===== src/rtl/rd_pkg.sv =====
// Shared encodings for the rd writeback / operand-forwarding path.
package rd_pkg;

  localparam logic [1:0] SEL_PC4   = 2'b00;
  localparam logic [1:0] SEL_AUIPC = 2'b01;
  localparam logic [1:0] SEL_LUI   = 2'b10;
  localparam logic [1:0] SEL_ALU   = 2'b11;

  localparam logic [1:0] FWD_RF  = 2'b00;
  localparam logic [1:0] FWD_MEM = 2'b01;
  localparam logic [1:0] FWD_WB  = 2'b10;

endpackage


===== src/rtl/operand_fwd_lane.sv =====
// Single-operand forward resolution: MEM beats WB beats register file.
module operand_fwd_lane
  import rd_pkg::*;
#(
  parameter int unsigned XLEN  = 32,
  parameter int unsigned RADDR = 5
) (
  input  logic [RADDR-1:0] i_rs,
  input  logic [XLEN-1:0]  i_rf_data,
  input  logic             i_m_en,
  input  logic             i_m_load,
  input  logic [RADDR-1:0] i_m_rd,
  input  logic [XLEN-1:0]  i_m_val,
  input  logic             i_w_en,
  input  logic [RADDR-1:0] i_w_rd,
  input  logic [XLEN-1:0]  i_w_val,
  output logic [XLEN-1:0]  o_op,
  output logic [1:0]       o_fwd,
  output logic             o_load_hit
);

  logic w_rs_nz;
  logic w_m_hit;
  logic w_w_hit;

  assign w_rs_nz    = (i_rs != '0);
  assign w_m_hit    = w_rs_nz & i_m_en & (i_m_rd == i_rs);
  assign w_w_hit    = w_rs_nz & i_w_en & (i_w_rd == i_rs);
  assign o_load_hit = w_m_hit & i_m_load;

  // A load in MEM has no data yet, so the lane falls through to WB/regfile.
  always_comb begin
    o_op  = i_rf_data;
    o_fwd = FWD_RF;
    if (w_m_hit && !i_m_load) begin
      o_op  = i_m_val;
      o_fwd = FWD_MEM;
    end else if (w_w_hit) begin
      o_op  = i_w_val;
      o_fwd = FWD_WB;
    end
  end

endmodule


===== src/rtl/rd_operand_forward.sv =====
// MEM/WB pipeline for rd results, register-file write port and ID operand forwarding.
module rd_operand_forward
  import rd_pkg::*;
#(
  parameter int unsigned XLEN  = 32,
  parameter int unsigned RADDR = 5
) (
  input  logic             clk,
  input  logic             rst_n,
  input  logic             advance,
  input  logic             flush,
  input  logic             ex_valid,
  input  logic             ex_regwrite,
  input  logic             ex_is_load,
  input  logic [RADDR-1:0] ex_rd,
  input  logic [1:0]       ex_sel,
  input  logic [XLEN-1:0]  ex_pc4,
  input  logic [XLEN-1:0]  ex_auipc,
  input  logic [XLEN-1:0]  ex_lui,
  input  logic [XLEN-1:0]  ex_alu,
  input  logic [XLEN-1:0]  mem_rdata,
  input  logic [RADDR-1:0] id_rs1,
  input  logic [RADDR-1:0] id_rs2,
  input  logic [XLEN-1:0]  rf_rs1_data,
  input  logic [XLEN-1:0]  rf_rs2_data,
  output logic [XLEN-1:0]  op1,
  output logic [XLEN-1:0]  op2,
  output logic [1:0]       fwd1,
  output logic [1:0]       fwd2,
  output logic             load_use_stall,
  output logic             wb_we,
  output logic [RADDR-1:0] wb_rd,
  output logic [XLEN-1:0]  wb_data
);

  logic             r_m_valid;
  logic             r_m_we;
  logic             r_m_load;
  logic [RADDR-1:0] r_m_rd;
  logic [XLEN-1:0]  r_m_val;

  logic             r_w_valid;
  logic             r_w_we;
  logic [RADDR-1:0] r_w_rd;
  logic [XLEN-1:0]  r_w_val;

  logic             w_ex_live;
  logic [XLEN-1:0]  w_ex_val;
  logic             w_m_en;
  logic             w_w_en;
  logic             w_load_hit1;
  logic             w_load_hit2;

  assign w_ex_live = ex_valid & ~flush;

  always_comb begin
    w_ex_val = ex_alu;
    case (ex_sel)
      SEL_PC4:   w_ex_val = ex_pc4;
      SEL_AUIPC: w_ex_val = ex_auipc;
      SEL_LUI:   w_ex_val = ex_lui;
      default:   w_ex_val = ex_alu;
    endcase
  end

  // Killed instructions enter MEM as clean bubbles so their rd never reaches wb_rd.
  always_ff @(posedge clk or negedge rst_n) begin
    if (!rst_n) begin
      r_m_valid <= 1'b0;
      r_m_we    <= 1'b0;
      r_m_load  <= 1'b0;
      r_m_rd    <= '0;
      r_m_val   <= '0;
    end else if (advance) begin
      r_m_valid <= w_ex_live;
      r_m_we    <= w_ex_live & ex_regwrite & (ex_rd != '0);
      r_m_load  <= w_ex_live & ex_is_load;
      r_m_rd    <= w_ex_live ? ex_rd : '0;
      r_m_val   <= w_ex_val;
    end
  end

  always_ff @(posedge clk or negedge rst_n) begin
    if (!rst_n) begin
      r_w_valid <= 1'b0;
      r_w_we    <= 1'b0;
      r_w_rd    <= '0;
      r_w_val   <= '0;
    end else if (advance) begin
      r_w_valid <= r_m_valid;
      r_w_we    <= r_m_we;
      r_w_rd    <= r_m_rd;
      r_w_val   <= r_m_load ? mem_rdata : r_m_val;
    end
  end

  assign w_m_en = r_m_valid & r_m_we;
  assign w_w_en = r_w_valid & r_w_we;

  operand_fwd_lane #(
    .XLEN  (XLEN),
    .RADDR (RADDR)
  ) u_lane_rs1 (
    .i_rs       (id_rs1),
    .i_rf_data  (rf_rs1_data),
    .i_m_en     (w_m_en),
    .i_m_load   (r_m_load),
    .i_m_rd     (r_m_rd),
    .i_m_val    (r_m_val),
    .i_w_en     (w_w_en),
    .i_w_rd     (r_w_rd),
    .i_w_val    (r_w_val),
    .o_op       (op1),
    .o_fwd      (fwd1),
    .o_load_hit (w_load_hit1)
  );

  operand_fwd_lane #(
    .XLEN  (XLEN),
    .RADDR (RADDR)
  ) u_lane_rs2 (
    .i_rs       (id_rs2),
    .i_rf_data  (rf_rs2_data),
    .i_m_en     (w_m_en),
    .i_m_load   (r_m_load),
    .i_m_rd     (r_m_rd),
    .i_m_val    (r_m_val),
    .i_w_en     (w_w_en),
    .i_w_rd     (r_w_rd),
    .i_w_val    (r_w_val),
    .o_op       (op2),
    .o_fwd      (fwd2),
    .o_load_hit (w_load_hit2)
  );

  assign load_use_stall = w_load_hit1 | w_load_hit2;
  assign wb_we          = w_w_en;
  assign wb_rd          = r_w_rd;
  assign wb_data        = r_w_val;

endmodule


===== config.mk =====
export PLATFORM = sky130hd
export DESIGN_NAME = rd_operand_forward
export DESIGN_NICKNAME = d
export VERILOG_FILES = /design/src/rtl/rd_pkg.sv /design/src/rtl/operand_fwd_lane.sv /design/src/rtl/rd_operand_forward.sv
export SDC_FILE = /design/constraint.sdc
export NUM_CORES = 1
export LEC_CHECK = 0
export CAP_MARGIN = 20
export CORE_ASPECT_RATIO = 0.5
export CORE_MARGIN = 4
export CORE_UTILIZATION = 37
export CTS_CLUSTER_SIZE = 14
export DETAILED_ROUTE_END_ITERATION = 8
export GPL_ROUTABILITY_DRIVEN = 0
export PLACE_DENSITY = 0.87
export SKIP_LAST_GASP = 1
export SYNTH_ARGS = -nofsm -noshare
export SYNTH_HDL_FRONTEND = slang
export SYNTH_SLANG_ARGS = --single-unit

===== constraint.sdc =====
create_clock -name clk -period 2.75 [get_ports clk]
set_clock_uncertainty 0.05 [all_clocks]
set_input_delay 0.55 -clock clk [delete_from_list [all_inputs] [get_ports clk]]
set_output_delay 0.55 -clock clk [all_outputs]
set_load 0.1 [all_outputs]

==> results of run 1 <==
-- area by class of cell --
type,count,area (µm²)
clock buffers,11,242.7
clock inverters,5,57.56
fillers,634,1862
inverters,13,56.30
multi-input cells,421,5037
flip-flops and latches,79,1993
well taps,198,247.7
repair buffers,432,5281
-- power breakdown --
part	switching (mW)	internal [mW]	leakage [nW]
Clock	0.521	0.729	0.138
Sequential	0.317	1.33	0.918
Combinational	1.54	1.01	3.94
-- metal layers --
| layer | track usage | share of wire | up-vias |
|---|---|---|---|
| met5 | 0 | 0 | - |
| met4 | 0.1252 | 0.055 | 0 |
| met3 | 0.06757 | 0.069 | 138 |
| met2 | 0.5778 | 0.52 | 414 |
| met1 | 0.3438 | 0.35 | 3419 |
| li1 | - | - | 2827 |
-- how the worst max path moves through the flow --
stage | slack (ns) | start | endpoint
final | -0.40 | wb_rd[0] | op1[29]
after CTS | -0.28 | id_rs2[2] | op2[29]
after global placement | -0.55 | id_rs2[0] | op2[13]
after global routing | -0.43 | wb_rd[0] | op1[29]
after detailed placement | -0.65 | id_rs2[0] | op2[29]
after floorplan | -0.31 | id_rs2[0] | fwd2[1]
-- registers in the layout, summed over array words and instances, names as in the netlist --
name / count
r_m_load: 1
r_m_rd: 5
r_m_val: 32
r_m_valid: 1
r_m_we: 1
r_w_valid: 1
r_w_we: 1
wb_data: 32
wb_rd: 5
-- cells by family (layout without fill, tap and decap cells) --
family / after synthesis / count (layout)
buf+inv: 60 / 461
mux: 167 / 167
flops: 79 / 79
xor+xnor: 15 / 15
simple gates: 129 / 129
compound gates: 110 / 110
-- worst max-delay path, delay by kind of cell, from the launching register on --
family / cells / cell delay (ns)
AO/OA/AOI/OAI: 2 / 0.33
XOR/XNOR: 1 / 0.15
buffers and inverters: 4 / 0.70
flip-flops: 1 / 0.51
multiplexers: 1 / 0.33
AND/OR/NAND/NOR: 1 / 0.21
-- per-stage QoR --
step / setup TNS, ns / cells / setup WS, ns / power, mW
6_report: -22.29 / 1159 / -0.4040 / 5.446
5_1_grt: -25.01 / 1159 / -0.4331 / 5.588
4_1_cts: -12.83 / 1149 / -0.2759 / 5.296
3_5_place_dp: -35.34 / 1107 / -0.6507 / 3.967
3_3_place_gp: -33.41 / 1107 / -0.5531 / 3.912
2_1_floorplan: -10.50 / 560 / -0.3082 / 2.997
-- cells in the final DEF, fill, tap and decap left out, types with 5 or more instances in the layout --
master           Yosys  layout
buf_16               0       8
clkinvlp_4           0       5
o21ai_0              8       8
dfrtp_2              0       7
mux2i_2              0      19
inv_1               13       9
buf_12               3      89
mux2i_4              0      41
clkdlybuf4s50_1      0     233
buf_4                0      65
mux4_2              32      32
clkbuf_16            0      14
a21oi_1             85      32
buf_2               18       6
a21oi_4              0      64
xor2_1               8       6
dfrtp_1             79      70
nand3_1              7       7
mux2_2              39      39
buf_6                2      16
nor2_2               0      39
nor2_4               1      20
mux2i_1             96      36
nor2_1             101      43
buf_8                0       6
xnor2_2              0       6
-- timing repair --
item	CTS	global route
gates cloned	7	7
buffers inserted	19	11
pin swaps	33	43
endpoints found under the setup margin	69	69
hold buffers	0	0
gates resized for setup	188	80
==> metrics.txt, run 1 <==
Layout Cell Area excl Fill=0.01292 mm²; Worst Path Required=2.15 ns; IO Count=355; antenna violations before repair=0; most instantiated library cell after synthesis=nor2_1; die boundary height=95.83 µm; post-layout net count=1204; Tightest Pin Transition=0.6021 ns; worst hold path class=input port to async pin; overall die area=0.01760 mm²; Reg-to-Reg End=wb_data[21]; deepest level of the CTS H-tree=3; xor and xnor fraction of the mapped netlist area=0.02302; relative slew slack=0.5978; sum of overflow across all layers after global routing=0; number of library cell types mapped by synthesis=32; portion of the post-synthesis area used by sequential elements=0.3463; source of the worst register-to-register timing path=r_m_load; endpoint type of the worst setup path=output port; width of the die=183.7 µm; area inside the core boundary=0.01478 mm²; ratio of cells with drive above 1 in the final layout=0.5182; Final Routed Wirelength=31330 µm; Post-Syn Nets=808; RSZ-0062 raised after global routing=yes; clock sinks=79; Post-Synth Simple-Gate Area=0.09601; commonest cells in the synthesized netlist=nor2_1, mux2i_1, a21oi_1; most frequently used flop master after synthesis=dfrtp_1; critical-path maximum fanout=7; Yosys top cell by area=dfrtp_1; Layout Utilization=0.8740; combinational family with the most area after synthesis=multiplexers; number of cells produced by synthesis=560; leakage power=5.001 nW; Final Hold Fails=0; maximum achievable frequency=0.3171 GHz; Via density=5.865; number of buffers added by the clock tree synthesis step=9; detailed router's first-iteration violation count=486; maximum number of pins on one net before global-route repair=120; dominant cells by area after synthesis=dfrtp_1, mux2i_1, mux4_2, mux2_2, a21oi_1; Worst path most repeated cell=buf_12; arrival time reported for the critical path endpoint=2.55 ns; area overhead of the layout relative to synthesis=126.3%; ys async rst share=1.000; Hold Worst Slack=0.1553 ns; setup slack of the most critical reg-to-reg path=1.25 ns; first-pass GRT wire length=40850 µm; number of iterations in the first detailed-routing pass=5; clock tree root buffer cell=clkbuf_16; TritonCTS clock tree=yes; sequence of cells on the critical path=xnor2_2 -> o221a_2 -> nand4_1 -> buf_12 -> buf_12 -> buf_12 -> mux2i_1 -> a21oi_4 -> buf_12; Worst R2R Path Depth=3; instance area at placement=0.01115 mm²; half-perimeter wire length after detailed placement=19380 µm; Clk Latency, worst-skew pair=0.33 ns; complex-gate fraction of the synthesized area=0.1085; yosys synthesis warning count=0; count of flip-flops with a built-in enable after synthesis=0; outcome=finished, violations left; register bit total from synthesis=79; power per cell area=421.7 mW/mm²; fin crit share=1.147; buffer depth of the longest clock path=2; count of input and output buffers=354; via count of the first global-routing pass=7148; initial core utilization=0.3863; largest stage delay on the critical path=0.51 ns; Routed wire per std cell=27.03 µm; violated checks=setup timing; share of cell area taken by muxes after synthesis=0.3715; adder-cell share of the synthesized area=0; total number of vias=6798; # setup viols final=69; Critical Path Source Type=register; cell at the slowest stage of the critical path=dfrtp_4; Total Routing Usage GR=0.3075; CP Class=register to output port; clock-pin slew of the registers on the worst-case setup and hold paths=0.07 ns; pins over their slew limit=0; post-synthesis instance area=0.005708 mm²; max-cap check violation count=0; top cell type's share of synthesized area=0.3463; maximum vdd drop=0.0004722 V; DRC=0; total inserted antenna cells=0; setup ws final=-0.4040 ns; row cnt=31; clock period minus final worst setup slack=3.154 ns; Syn Area/Cell=10.19 µm²; number of antenna-violating nets in the routed design=0
Power figures use the tool's default switching activity.
==> run 2: changes to the inputs <==
CAP_MARGIN = 40   (was 20)
DONT_BUFFER_PORTS = 1   (was not set)
PLACE_DENSITY = 0.57   (was 0.87)
==> run 2 against run 1 <==
Against the previous run:
- the run still ends with setup timing left
- sequential share of layout area is 5.4 points higher
- worst hold slack worse by 0.10 ns
- routed wire length fell by 31%
- first-iteration DRC count is 51% lower
- sequential power fell by 7%
- cell count fell by 24%
- maximum frequency is 3.5% higher
- utilization down 23 points
- critical endpoint is now op2[7]
==> metrics.txt, run 2 (synthesis results as in run 1) <==
count of input and output buffers=0 (-100%); clock tree root buffer cell=clkbuf_16; total number of vias=4988 (-27%); via count of the first global-routing pass=5174 (-28%); most frequent standard cell in the layout excluding fill and tap cells=buf_12; # fillers=1099 (+73%); fin crit share=1.108 (-0.03929); number of iterations in the first detailed-routing pass=4 (-1); CP Class=register to output port; Tightest Pin Transition=0.8276 ns (+0.2255 ns); clock-pin slew of the registers on the worst-case setup and hold paths=0.06 ns (about the same); power per cell area=495.1 mW/mm² (+17%); relative contribution of the clock network to total power=0.252 (+0.023); DRC=0 (unchanged); Layout Cell Area excl Fill=0.009569 mm² (-26%); sum of overflow across all layers after global routing=0 (unchanged); half-perimeter wire length after detailed placement=15180 µm (-22%); FF+latch area=0.001991 mm² (-0.13%); endpoint type of the worst setup path=output port; setup ws final=-0.2959 ns (+0.1081 ns); width of the die=183.7 µm (unchanged); row cnt=31 (unchanged); net switching component of the power=2.040 mW (-14%); outcome=finished, violations left; Final Routed Wirelength=21460 µm (-31%); Critical Path Source Type=register; critical-path maximum fanout=9 (+2); area overhead of the layout relative to synthesis=67.65%; Clk Latency, worst-skew pair=0.33 ns (about the same); leakage power=3.887 nW (-22%); deepest level of the CTS H-tree=3 (unchanged); switching portion of total power=0.4307 (-0.005719); initial core utilization=0.3863 (unchanged); Total Routing Usage GR=0.2259 (-0.08157); Hold Worst Slack=0.05340 ns (-0.1019 ns); maximum number of pins on one net before global-route repair=120 (unchanged); ratio of cells with drive above 1 in the final layout=0.5968 (+0.07859); area taken by multi-input logic gates=0.004534 mm² (-10%); maximum vdd drop=0.0003122 V (-34%); post-layout net count=930 (-23%); IO Count=355 (unchanged); instance area at placement=0.008543 mm² (-23%); total inserted antenna cells=0 (unchanged); worst hold path class=input port to async pin; arrival time reported for the critical path endpoint=2.45 ns (-0.10 ns); commonest cells after routing, fill and taps aside=buf_12, dfrtp_1, a21oi_4, mux2i_1, nor2_1; number of antenna-violating nets in the routed design=0 (unchanged); clock period minus final worst setup slack=3.046 ns (-0.1081 ns); Via density=5.636 (-3.9%); maximum achievable frequency=0.3283 GHz (+3.5%); Final Hold Fails=0 (unchanged); pins over their slew limit=0 (unchanged); buffer depth of the longest clock path=2 (unchanged); # setup viols final=67 (-2.9%); number of buffers added by the clock tree synthesis step=9 (unchanged); violated checks=setup timing; max-cap check violation count=0 (unchanged); internal power=2.697 mW (-12%); detailed router's first-iteration violation count=236 (-51%); relative slew slack=0.4476 (-0.1501); Routed wire per std cell=24.25 µm (-10%); TritonCTS clock tree=yes; clock sinks=79 (unchanged); Worst Path Required=2.15 ns (about the same); first-pass GRT wire length=30230 µm (-26%); RSZ-0062 raised after global routing=yes; die boundary height=95.83 µm (unchanged); overall die area=0.01760 mm² (unchanged); antenna violations before repair=0 (unchanged); accumulated negative setup slack=-11.59 ns (+10.70 ns); Flop pwr share=0.324 (+0.022); area inside the core boundary=0.01478 mm² (unchanged); Post-Place Setup Slack=-0.1177 ns (+0.5330 ns); portion of total power attributed to combinational logic=0.424 (-0.045)
## run 2: changes by cell type in the layout (fill, tap and decap cells not counted), sizes merged
cell | before | now
buf | 190 | 153
bufbuf | 0 | 2
clkbuf | 18 | 12
clkdlybuf4s15 | 2 | 0
clkdlybuf4s50 | 233 | 0
clkinvlp | 5 | 4
inv | 11 | 13
or4 | 3 | 4
## run 2: per-stage QoR
stage               total power [mW]  instances  utilization
floorplan                      2.997        560            -
global placement               3.453        843       0.5781
detailed placement             3.480        843       0.5781
CTS                            4.752        872       0.6300
global route                   4.929        885       0.6475
finish                         4.737        885       0.6475
## run 2: worst max-delay path, cell delays in order, from the launching register on
cell and delay [ns]:
dfrtp_1 0.43, xnor2_1 0.22, nand4_1 0.24, or4_4 0.62, buf_12 0.21, nor2_1 0.17, a21oi_4 0.05, buf_12 0.17
## run 2: timing repair
item                                    CTS  global route
gates resized for setup                  62            37
pin swaps                                 7            15
hold buffers                              1             0
endpoints found under the hold margin    79             0
buffers inserted                          5            11
gates cloned                              7             4
endpoints found under the setup margin   67            68
## run 2: area by class of cell
cell class	count	area share
Inverter	13	0.005884
Timing Repair Buffer	157	0.2554
Tap cell	198	0.02589
Multi-Input combinational cell	422	0.4738
Clock buffer	10	0.02393
Clock inverter	6	0.007061
Sequential cell	79	0.2080
## run 2: worst paths after layout
check / slack [ns] / startpoint / end / depth (start not counted)
worst min-delay path: 0.05 / rst_n / r_m_rd[0] / 1
min in group clk: 0.30 / advance / r_m_load / 1
worst max-delay path: -0.30 / r_m_rd[0] / op2[7] / 7
worst min register to register: 0.47 / r_w_we / r_w_we / 1
max in group asynchronous: 2.25 / rst_n / r_m_val[13] / 1
worst max register to register: 1.45 / r_m_load / wb_data[18] / 3
## run 2: layer usage
metal | share of wire | global-route usage | wire length [µm] | vias to the layer above
li1 | - | - | - | 2276
met1 | 0.39 | 0.2810 | 8430 | 2502
met2 | 0.53 | 0.3996 | 11290 | 185
met3 | 0.064 | 0.05738 | 1374 | 25
met4 | 0.017 | 0.05514 | 363 | 0
met5 | 0 | 0 | 0 | -
## run 2: power by group through the flow
stage	clock, mW	sequential (mW)	combinational, mW
after floorplan	0	2.10	0.899
after global placement	0	1.51	1.94
after detailed placement	0	1.52	1.96
after CTS	1.23	1.52	2.01
after global routing	1.29	1.56	2.08
final	1.20	1.53	2.01
